--- src/rtl/agc_gain_controller.sv ---
// AGC decision stage: windowed peak |sample| measurement driving a clamped
// 6-bit gain index, with settle blanking after each gain step and a lock
// indication after consecutive in-band windows.
//
// state   | meaning
// --------+-----------------------------------------------------------
// IDLE    | loop disabled, gain_array held
// MEASURE | accumulating peak magnitude over WINDOW_LEN valid samples
// DECIDE  | one cycle: apply gain step rules to the final window peak
// SETTLE  | blank SETTLE_CYCLES cycles after a gain change
// LOCKED  | in-band for LOCK_WINDOWS windows, gain frozen
module agc_gain_controller #(
    parameter int DATA_W        = 8,
    parameter int WINDOW_LEN    = 64,
    parameter int SETTLE_CYCLES = 16,
    parameter int GAIN_MAX      = 38,
    parameter int GAIN_INIT     = 38,
    parameter int COARSE_STEP   = 4,
    parameter int LOCK_WINDOWS  = 4
) (
    input  logic              clk,
    input  logic              rst,
    input  logic              agc_en,
    input  logic              adc_valid,
    input  logic [DATA_W-1:0] adc_data,
    input  logic [DATA_W-2:0] thr_hi,
    input  logic [DATA_W-2:0] thr_lo,
    output logic [5:0]        gain_array,
    output logic              gain_update,
    output logic              locked
);

    localparam int WIN_W = (WINDOW_LEN > 1) ? $clog2(WINDOW_LEN) : 1;
    localparam int SET_W = $clog2(SETTLE_CYCLES + 1);
    localparam int IB_W  = $clog2(LOCK_WINDOWS + 1);

    localparam logic [DATA_W-2:0] SAT      = '1;
    localparam logic [DATA_W-1:0] MOST_NEG = {1'b1, {(DATA_W-1){1'b0}}};
    localparam logic [DATA_W-1:0] ONE      = {{(DATA_W-1){1'b0}}, 1'b1};
    localparam logic [WIN_W-1:0]  WIN_LAST = WIN_W'(WINDOW_LEN - 1);
    localparam logic [SET_W-1:0]  SET_LOAD = SET_W'(SETTLE_CYCLES - 1);
    localparam logic [IB_W-1:0]   IB_LOCK  = IB_W'(LOCK_WINDOWS);
    localparam logic [5:0]        G_MAX    = 6'(GAIN_MAX);
    localparam logic [5:0]        G_INIT   = 6'(GAIN_INIT);
    localparam logic [5:0]        G_COARSE = 6'(COARSE_STEP);

    typedef enum logic [2:0] {
        IDLE    = 3'd0,
        MEASURE = 3'd1,
        DECIDE  = 3'd2,
        SETTLE  = 3'd3,
        LOCKED  = 3'd4
    } state_t;

    state_t            state;
    state_t            state_nx;
    logic [DATA_W-2:0] peak;
    logic [DATA_W-2:0] mag;
    logic [DATA_W-1:0] adc_neg;
    logic [WIN_W-1:0]  win_cnt;
    logic [SET_W-1:0]  settle_cnt;
    logic [IB_W-1:0]   inband_cnt;
    logic [IB_W-1:0]   inband_inc;
    logic [5:0]        gain_new;
    logic              inband_hit;

    assign adc_neg    = (~adc_data) + ONE;
    assign inband_inc = inband_cnt + IB_W'(1);

    // Sample magnitude; the most negative code has no positive twin, so it saturates.
    always_comb begin
        mag = adc_data[DATA_W-2:0];
        if (adc_data == MOST_NEG) begin
            mag = SAT;
        end else if (adc_data[DATA_W-1]) begin
            mag = adc_neg[DATA_W-2:0];
        end
    end

    // Gain step rules in priority order; over-threshold is tested before
    // under-threshold so inverted thresholds resolve toward lowering gain.
    always_comb begin
        gain_new   = gain_array;
        inband_hit = 1'b0;
        if (peak == SAT) begin
            gain_new = (gain_array > G_COARSE) ? gain_array - G_COARSE : 6'd0;
        end else if (peak > thr_hi) begin
            gain_new = (gain_array != 6'd0) ? gain_array - 6'd1 : 6'd0;
        end else if (peak < thr_lo) begin
            gain_new = (gain_array < G_MAX) ? gain_array + 6'd1 : G_MAX;
        end else begin
            inband_hit = 1'b1;
        end
    end

    // State register.
    always_ff @(posedge clk or posedge rst) begin
        if (rst) begin
            state <= IDLE;
        end else begin
            state <= state_nx;
        end
    end

    // Next-state logic; disable overrides everything, including a pending DECIDE.
    always_comb begin
        state_nx = state;
        if (!agc_en) begin
            state_nx = IDLE;
        end else begin
            case (state)
                IDLE:    state_nx = MEASURE;
                MEASURE: if (adc_valid && win_cnt == WIN_LAST) state_nx = DECIDE;
                DECIDE: begin
                    if (inband_hit && inband_inc == IB_LOCK) begin
                        state_nx = LOCKED;
                    end else if (gain_new != gain_array) begin
                        state_nx = SETTLE;
                    end else begin
                        state_nx = MEASURE;
                    end
                end
                SETTLE:  if (settle_cnt == '0) state_nx = MEASURE;
                LOCKED:  state_nx = LOCKED;
                default: state_nx = IDLE;
            endcase
        end
    end

    // Datapath: peak tracking, window/settle/in-band counters, gain and status outputs.
    always_ff @(posedge clk or posedge rst) begin
        if (rst) begin
            gain_array  <= G_INIT;
            gain_update <= 1'b0;
            locked      <= 1'b0;
            peak        <= '0;
            win_cnt     <= '0;
            settle_cnt  <= '0;
            inband_cnt  <= '0;
        end else begin
            gain_update <= 1'b0;
            locked      <= (state_nx == LOCKED);
            if (!agc_en) begin
                peak       <= '0;
                win_cnt    <= '0;
                settle_cnt <= '0;
                inband_cnt <= '0;
            end else begin
                case (state)
                    IDLE: begin
                        peak    <= '0;
                        win_cnt <= '0;
                    end
                    MEASURE: begin
                        if (adc_valid) begin
                            if (mag > peak) peak <= mag;
                            win_cnt <= (win_cnt == WIN_LAST) ? '0 : win_cnt + WIN_W'(1);
                        end
                    end
                    DECIDE: begin
                        gain_array  <= gain_new;
                        gain_update <= (gain_new != gain_array);
                        inband_cnt  <= inband_hit ? inband_inc : '0;
                        peak        <= '0;
                        win_cnt     <= '0;
                        settle_cnt  <= SET_LOAD;
                    end
                    SETTLE: begin
                        peak    <= '0;
                        win_cnt <= '0;
                        if (settle_cnt != '0) settle_cnt <= settle_cnt - SET_W'(1);
                    end
                    default: ;
                endcase
            end
        end
    end

endmodule

--- config.mk ---
export PLATFORM = sky130hd
export DESIGN_NAME = agc_gain_controller
export DESIGN_NICKNAME = d
export VERILOG_FILES = /design/src/rtl/agc_gain_controller.sv
export SDC_FILE = /design/constraint.sdc
export NUM_CORES = 1
export LEC_CHECK = 0
export CAP_MARGIN = 30
export CORE_UTILIZATION = 54
export CTS_CLUSTER_DIAMETER = 150
export DETAILED_ROUTE_END_ITERATION = 8
export MAX_ROUTING_LAYER = met4
export PLACE_DENSITY = 0.82
export REMOVE_ABC_BUFFERS = 1
export SLEW_MARGIN = 5
export SYNTH_ARGS = -nofsm -noshare
export SYNTH_HDL_FRONTEND = slang
export SYNTH_SLANG_ARGS = --single-unit
--- constraint.sdc ---
create_clock -name clk -period 3.2 [get_ports clk]
set_input_delay 0.64 -clock clk [delete_from_list [all_inputs] [get_ports clk]]
set_output_delay 0.64 -clock clk [all_outputs]
set_load 0.01 [all_outputs]
Yosys cells after proc, flatten, opt, wreduce, memory -nomap -nowiden
Index checks and enable logic that the tools add are counted.

storage, ports and cells
  input bits = 26
  flip-flop bits (word level) = 32

cells by class
  bitwise operators = 1
  eq/ne operators = 16
  muxes and demuxes = 33
  reduce and logical (&&, ||, !) cells = 11
  magnitude comparators = 5
  add/sub/neg operators = 7

operator list
  kind                                                                    number
  6-bit two-way mux                                                       9
  7-bit two-way mux                                                       5
  3-bit two-way mux                                                       7
  3-bit case mux with 5 select lines                                      1
  7-bit > comparator                                                      2
  7-bit case mux with 2 select lines                                      1
  6-bit by 1-bit adder with 6-bit output (second input constant)          2
  6-bit case mux with 2 select lines                                      1
  5-bit two-way mux                                                       2
  5-bit case mux with 2 select lines                                      1
  3-bit equality test (second input constant)                             3
  3-bit != test (second input constant)                                   3
  8-bit equality test (second input constant)                             1
  7-bit by 1-bit adder with 7-bit output (second input constant)          1
  7-bit equality test (second input constant)                             1
  7-bit less-than comparator                                              1
  7-bit NOT                                                               1
  3-bit by 2-bit equality test with 1-bit output (second input constant)  2
  6-bit equality test (second input constant)                             1
  6-bit by 3-bit > comparator with 1-bit output (second input constant)   1
  6-bit less-than comparator (second input constant)                      1
  6-bit != test                                                           1
  2-bit AND reduction                                                     3
  6-bit nonzero test                                                      1
  other kinds (16)                                                        21

Longest topological paths before layout
Gate-level depths: netlist of run 1.

  depth after elaboration = 11
  mapped depth = 16
  depth with buffers taken out = 14

Least setup slack after synthesis of run 1
Ideal clock, no wire load.

  path type = input-to-reg
  start point = input adc_data[0]
  end point = register peak[6]
  data required time = 3.068 ns
  cell stages on the path = 16
  path slack = -0.179 ns
  library setup time = 0.132 ns
  data arrival time = 3.247 ns
  path through = inv_1 -> ha_1 -> nand2_1 -> or3_1 -> or3b_2 -> clkbuf_1 -> nand2_1 -> ha_1 -> nor2b_1 -> o21a_1 -> o21a_1 -> o21bai_1 -> a21oi_1 -> clkbuf_1 -> mux2i_1 -> nor2_1

between the ends
  cells in the longest elaborated chain, start to end = 8
  elaborated cells between the ends (all ways) = 12
  classes of those cells = 1 x add/sub; 1 x order compare; 2 x eq/ne; 6 x mux; 1 x bitwise; 1 x reduce/logical

ends and longest elaborated chain
  what                                                        RTL line  text
  from (decl)                                                 25        input logic [DATA_W-1:0] adc_data,
  7-bit NOT                                                   67        assign adc_neg = (~adc_data) + ONE;
  7-bit by 1-bit adder with 7-bit output                      67
  7-bit two-way mux                                           75        end else if (adc_data[DATA_W-1]) begin
  7-bit two-way mux *                                         73        if (adc_data == MOST_NEG) begin
  branches (longest 4 deep; another with 7-bit > comparator)  n/a
  to (signal assigned)                                        156       if (mag > peak) peak <= mag;
  to (decl)                                                   57        logic [DATA_W-2:0] peak;

Every way passes the cells marked *. The select of a mux whose other input is x is not followed.
A chain may end at the register's enable or synchronous reset.

Worst setup path in the final report of run 1
  start point = input adc_data[3]
  end point = register peak[6]

Same word-level chain as after synthesis.

==> reports/qor.yml, run 1 <==
global_route:
  antenna_found_initial: 0
  grt_pass1_vias: 2835
  grt-ovfl-total: 0
  grt_max_degree: 33
  grt_pass1_wl_mm: 12.90
  grtUsageTotal: 0.2792
drt:
  wl_per_cell_um: 14.90
  vias: 3094
  drt_wl_total_mm: 7.570
  viasPerCell: 6.091
  first_pass_iters: 5
  drtAntennaViolNets: 0
  first_iter_violations: 227
  route.detailed.drc: 0
critical_path:
  crit_fanout: 7
  worst_ep_required_time_ns: 3.38
  worstSetupPathType: "input pin to flop"
  path_cells: "dlygate4sd2_1 > nor2_2 > nand2_2 > or3_4 > or3b_4 > nand2_4 > ha_4 > nor2b_1 > o21a_1 > o21a_1 > o21bai_1 > a21oi_2 > buf_6 > mux2i_1 > nor2_1"
  critPathCaptureType: "flop"
  cpMaxStageDelayCell: "or3b_4"
  crit_top_cell: "o21a_1"
  worst_ep_arrival_time_ns: 3.23
  crit_family: "simple AND/OR/NAND/NOR gates"
  slowest_delay_ns: 0.43
  cp_num_buf_inv: 2
  worstSetupStartpointType: "input pin"
cells_and_area:
  nFillCells: 410
  final_common_cell: "buf_4"
  nets: 496
  drive_gt1_frac: 0.1575
  syn_to_final_growth_pct: 26.87
  diodes: 0
  final_util: 0.7286
  layout_common_cells: "buf_4, inv_1, ha_1"
die:
  dieArea_sq_um: 5873
  core.rowCount: 26
  die_h_um: 76.64
  start_util: 0.5743
  core_area_sq_um: 5238
  ios: 34
  die_x_um: 76.64
clock_tree:
  cts.htree.levels: 2
  cts.clk_slew.worst_paths_ns: 0.08
  clockBufferDepth: 2
  cts-buffers-inserted: 5
  cts.sinks: 32
  cts_tree: "done"
  cts_root_buf: "clkbuf_8"
  clk-insertion-delay-late_ns: 0.29
synthesis:
  yosys.area_share.xor_xnor: 0.02038
  yosysUniqueCellTypes: 63
  synth_top_family_by_area: "compound AO/OA/AOI/OAI gates"
  synthMuxAreaShare: 0.01373
  ys_warn_count: 0
  synth_ff_type: "dfrtp_1"
  synthAdderAreaFrac: 0.1373
  netlist_instances: 377
  synth_area_sq_um: 3008
  synthSimpleGateAreaFrac: 0.2238
  synth_area_per_cell_sq_um: 7.978
  async_reset_ff_frac: 1.000
  synth-compound-area-share: 0.2662
  synth-seq-cells: 32
  synth_edf_count: 0
  ys_seq_area_frac: 0.2675
sta:
  fmax_ghz: 0.3281
  period_share: 0.9524
  slew_headroom: 0.4762
  setup_violations: 0
  fin_tns_setup_ns: 0
  whs_ns: 0.4973
  worst_slew_pin_slew_ns: 0.7756
  maxSlewViolCount: 0
  worst_slack_ns: 0.1522
  min_period_ns: 3.048
  hold_viol: 0
  skew_ns: 0.01041
power_and_ir_drop:
  power_w: 0.001260
  power_density_nw_per_um2: 330.1
  power_leakage_nw: 1.717
  vdd_drop_max_v: 0.0002407
placement:
  hpwl_mm: 5.688
  io_buffers: 33
  place_ws_ns: -0.5313
  gp_congestion: 0.9365
min_path:
  worst_hold_path_type: "flop to flop"
job:
  drv_cap: 0
status:
  outcome: "finished clean"
[metal layers]
layer | up-vias | GRT usage | wire [um]
met5 | - | - | 0
met4 | 0 | 0.09231 | 190
met3 | 23 | 0.03832 | 341
met2 | 110 | 0.4712 | 3797
met1 | 1460 | 0.3437 | 3240
li1 | 1501 | - | -
[state kept, by name (all words and copies together) (netlist names)]
signal       cells
peak             7
gain_array       6
win_cnt          6
settle_cnt       5
inband_cnt       3
state            3
gain_update      1
locked           1
[cell usage after synthesis, types with 3 or more instances]
| library cell | instances | area (sq um) |
|---|---|---|
| xor2_1 | 6 | 52.55 |
| o221ai_1 | 3 | 26.28 |
| or2_2 | 3 | 18.77 |
| clkbuf_1 | 14 | 52.55 |
| o21ai_0 | 30 | 150.1 |
| a21oi_1 | 20 | 100.1 |
| a21o_1 | 3 | 22.52 |
| a311oi_1 | 7 | 61.31 |
| o31ai_1 | 8 | 60.06 |
| inv_1 | 34 | 127.6 |
| a31oi_1 | 5 | 31.28 |
| nand4_1 | 6 | 37.54 |
| nor3_1 | 5 | 25.02 |
| nor2b_1 | 8 | 50.05 |
| nand2_1 | 32 | 120.1 |
| dfrtp_1 | 29 | 725.7 |
| a211oi_1 | 5 | 37.54 |
| buf_2 | 3 | 15.01 |
| nand2b_1 | 7 | 43.79 |
| a22oi_1 | 3 | 22.52 |
| and3_1 | 4 | 25.02 |
| nor3b_1 | 4 | 30.03 |
| dfstp_2 | 3 | 78.83 |
| nor2_1 | 30 | 112.6 |
| nand3_1 | 10 | 50.05 |
| and2_1 | 3 | 18.77 |
| o211a_1 | 3 | 30.03 |
| ha_1 | 33 | 412.9 |
| o21a_1 | 6 | 45.04 |
| nand3b_1 | 3 | 22.52 |
| o211ai_1 | 4 | 30.03 |
| or4_1 | 3 | 22.52 |
| mux2i_1 | 3 | 30.03 |
[per-stage QoR]
stage	std cells	area (sq um)
after CTS	507	3757
after global placement	492	3585
after detailed placement	492	3585
final	508	3816
after floorplan	358	2922
after global routing	508	3816
[area by class of cell]
| cell class | count | area, sq um | share of cell area |
|---|---|---|---|
| clock buffer | 5 | 68.82 | 0.01803 |
| inverter | 34 | 127.6 | 0.03344 |
| clock inverter | 3 | 42.54 | 0.01115 |
| sequential | 32 | 804.5 | 0.2108 |
| multi-input combinational | 292 | 2046 | 0.5361 |
| timing repair buffer | 72 | 639.4 | 0.1675 |
| tap | 70 | 87.58 | 0.02295 |
[power breakdown]
group          leakage (nW)  total [W]  internal, W  switching, W
logic                  1.24   0.000428     0.000204      0.000224
registers             0.423   0.000441     0.000421     0.0000207
clock network        0.0541   0.000390     0.000230      0.000160
[cells by family after synthesis]
kind of cell,count (synthesis)
AO/OA/AOI/OAI,118
XOR/XNOR,7
adder cells (fa/ha/maj),33
buffers and inverters,53
flip-flops,32
multiplexers,4
AND/OR/NAND/NOR,130
[final timing paths]
check                      slack [ns]  cells past startpoint   startpoint            end
max                              0.15                     15  adc_data[3]        peak[6]
min                              0.50                      1   win_cnt[5]     win_cnt[5]
max reg2reg                      0.55                      8      peak[4]       state[1]
min reg2reg                      0.50                      1   win_cnt[5]     win_cnt[5]
max in group asynchronous        2.12                      3          rst  gain_array[5]
min in group asynchronous        0.74                      3          rst     win_cnt[3]
[timing repair]
action | CTS | global route
setup buffers | 7 | 1
setup endpoints to repair | 7 | 9
pin swaps | 9 | 10
resized for setup | 8 | 15
hold buffers | 0 | 0
(Power assumes the default switching activity.)
==> inputs of run 2 (changes only) <==
--- a/config.mk
+++ b/config.mk
@@ -6,6 +6,7 @@
 export NUM_CORES = 1
 export LEC_CHECK = 0
 export CAP_MARGIN = 30
+export CORE_ASPECT_RATIO = 1.4
 export CORE_UTILIZATION = 54
 export CTS_CLUSTER_DIAMETER = 150
 export DETAILED_ROUTE_END_ITERATION = 8
==> reports/qor.yml, run 2 (same netlist as run 1, synthesis figures left out) <==
power_and_ir_drop:
  switching_share: 0.3452
  power_density_nw_per_um2: 318.3
  seqPwrFrac: 0.355
  power_frac_clock: 0.268
  power_leakage_nw: 1.744
  power_frac_comb: 0.376
  intPower_w: 0.0008084
  vdd_drop_max_v: 0.0002191
  switchingPower_w: 0.0004263
sta:
  period_share: 0.9706
  min_period_ns: 3.106
  slew_headroom: 0.3913
  maxSlewViolCount: 0
  fmax_ghz: 0.3220
  whs_ns: 0.4881
  hold_viol: 0
  worst_slew_pin_slew_ns: 0.9007
  skew_ns: 0.004963
  fin_tns_setup_ns: 0
  setup_violations: 0
die:
  core_area_sq_um: 5275
  die_h_um: 90.31
  die_x_um: 65.08
  dieArea_sq_um: 5877
  start_util: 0.5702
  ios: 34
  core.rowCount: 31
cells_and_area:
  diodes: 0
  final_common_cell: "buf_4"
  top_register: "peak"
  syn_to_final_growth_pct: 28.95
  largest_reg_flops: 7
  layout_common_cells: "buf_4, inv_1, ha_1"
  fin_cells: 513
  reg.largest.list: "peak x7, gain_array x6, win_cnt x6"
  fin_area_sq_um: 3879
  nets: 505
  drive_gt1_frac: 0.1812
critical_path:
  slowest_delay_ns: 0.44
  reg2regPathDepth: 9
  crit_fanout: 7
  worst_ep_arrival_time_ns: 3.30
  rrSetupSlack_ns: 0.27
  worstSetupPathType: "input pin to flop"
  critPathLaunch: "adc_data[5]"
  path_cells: "clkdlybuf4s50_1 > or3_4 > or3b_4 > and2_4 > ha_1 > nor2b_1 > o21a_1 > o21a_1 > o21bai_4 > a21oi_4 > nor2_1 > a311oi_2"
  worst_ep_required_time_ns: 3.40
  crit_top_cell: "o21a_1"
  cpMaxStageDelayCell: "clkdlybuf4s50_1"
  worstSetupStartpointType: "input pin"
  critPathCaptureType: "flop"
  r2r-start: "gain_array[1]"
  reg2reg_to: "gain_update"
global_route:
  grt-ovfl-total: 0
  grtUsageTotal: 0.3069
  grt_pass1_vias: 3098
  antenna_found_initial: 0
  grt_max_degree: 33
  grt_pass1_wl_mm: 13.92
drt:
  first_iter_violations: 305
  route.detailed.drc: 0
  vias: 3219
  drt_wl_total_mm: 8.407
  first_pass_iters: 5
  wl_per_cell_um: 16.39
  viasPerCell: 6.275
  drtAntennaViolNets: 0
clock_tree:
  clk-insertion-delay-late_ns: 0.29
  hold_buffers: 0
  cts.clk_slew.worst_paths_ns: 0.07
  cts_root_buf: "clkbuf_8"
  cts.sinks: 32
  clockBufferDepth: 2
  cts-buffers-inserted: 5
  cts.htree.levels: 2
  cts_tree: "done"
min_path:
  worst_hold_path.endpoint: "inband_cnt[2]"
  hold_depth: 2
  worstHoldStart: "inband_cnt[2]"
  worst_hold_path_type: "flop to flop"
placement:
  hpwl_mm: 5.725
  dpl_cell_area_sq_um: 3597
  dp.cells: 492
  gp_congestion: 0.9911
  io_buffers: 33
job:
  drv_cap: 0
status:
  outcome: "finished clean"
==> run 2: cell types whose count changed in the layout (fill, tap and decap cells not counted), moves of 2 or more <==
cell and delta:
buf_4 +11, a21oi_4 +3, buf_6 -2, o21ai_0 -2, o21ai_1 +2
==> run 2: worst max path at each step <==
stage	endpoint	slack (ns)	cells past startpoint
after CTS	peak[2]	0.03	15
final	peak[2]	0.09	12
after global routing	peak[1]	-0.02	12
after floorplan	peak[6]	-0.32	14
after global placement	peak[6]	-0.78	15
after detailed placement	peak[2]	-0.90	15
==> run 2: metrics by stage <==
step | power [W] | utilization | setup slack (ns)
6_report | 0.001235 | 0.7353 | 0.09396
5_1_grt | 0.001303 | 0.7353 | -0.01878
3_5_place_dp | 0.0008555 | 0.6819 | -0.8971
3_3_place_gp | 0.0008439 | 0.6819 | -0.7794
2_1_floorplan | 0.0006907 | - | -0.3188
4_1_cts | 0.001205 | 0.7244 | 0.02661
==> run 2: timing repair <==
item | in CTS | in global routing
buffers inserted | 11 | 1
gates resized for setup | 15 | 19
cloned | 1 | 0
setup endpoints to repair | 7 | 8
pin swaps | 12 | 15
==> run 2: worst max-delay path: cells and delay by family <==
family	cells	cell delay (ns)
buffers and inverters	1	0.44
adder cells (fa/ha/maj)	1	0.17
AO/OA/AOI/OAI	5	0.88
AND/OR/NAND/NOR	5	1.17
==> run 2: final cells by class <==
type                            instances  area [sq um]
Clock buffer                            7         86.33
Clock inverter                          1         7.507
Multi-Input combinational cell        293          2095
Fill cell                             404          1396
Timing Repair Buffer                   80         675.6
Sequential cell                        32         804.5
Tap cell                               66         82.58
Inverter                               34         127.6
==> run 2: routing by layer <==
metal | vias to the layer above | part of all wire | global-route usage
met5 | - | 0 | -
met4 | 0 | 0.043 | 0.1232
met3 | 40 | 0.045 | 0.04040
met2 | 139 | 0.52 | 0.5365
met1 | 1519 | 0.39 | 0.3454
li1 | 1521 | - | -
==> run 2: power groups by stage <==
stage | registers [W] | clock network (W) | logic, W
floorplan | 0.000462 | 0 | 0.000229
global placement | 0.000444 | 0 | 0.000399
detailed placement | 0.000445 | 0 | 0.000410
CTS | 0.000438 | 0.000332 | 0.000435
global route | 0.000440 | 0.000357 | 0.000505
finish | 0.000439 | 0.000331 | 0.000465
==> inputs of run 3 (changes only) <==
--- a/config.mk
+++ b/config.mk
@@ -13,7 +13,7 @@
 export MAX_ROUTING_LAYER = met4
 export PLACE_DENSITY = 0.82
 export REMOVE_ABC_BUFFERS = 1
-export SLEW_MARGIN = 5
+export SKIP_LAST_GASP = 1
 export SYNTH_ARGS = -nofsm -noshare
 export SYNTH_HDL_FRONTEND = slang
 export SYNTH_SLANG_ARGS = --single-unit
==> results of run 3 <==
No change in the layout: final DEF, timing and power equal those of run 2.
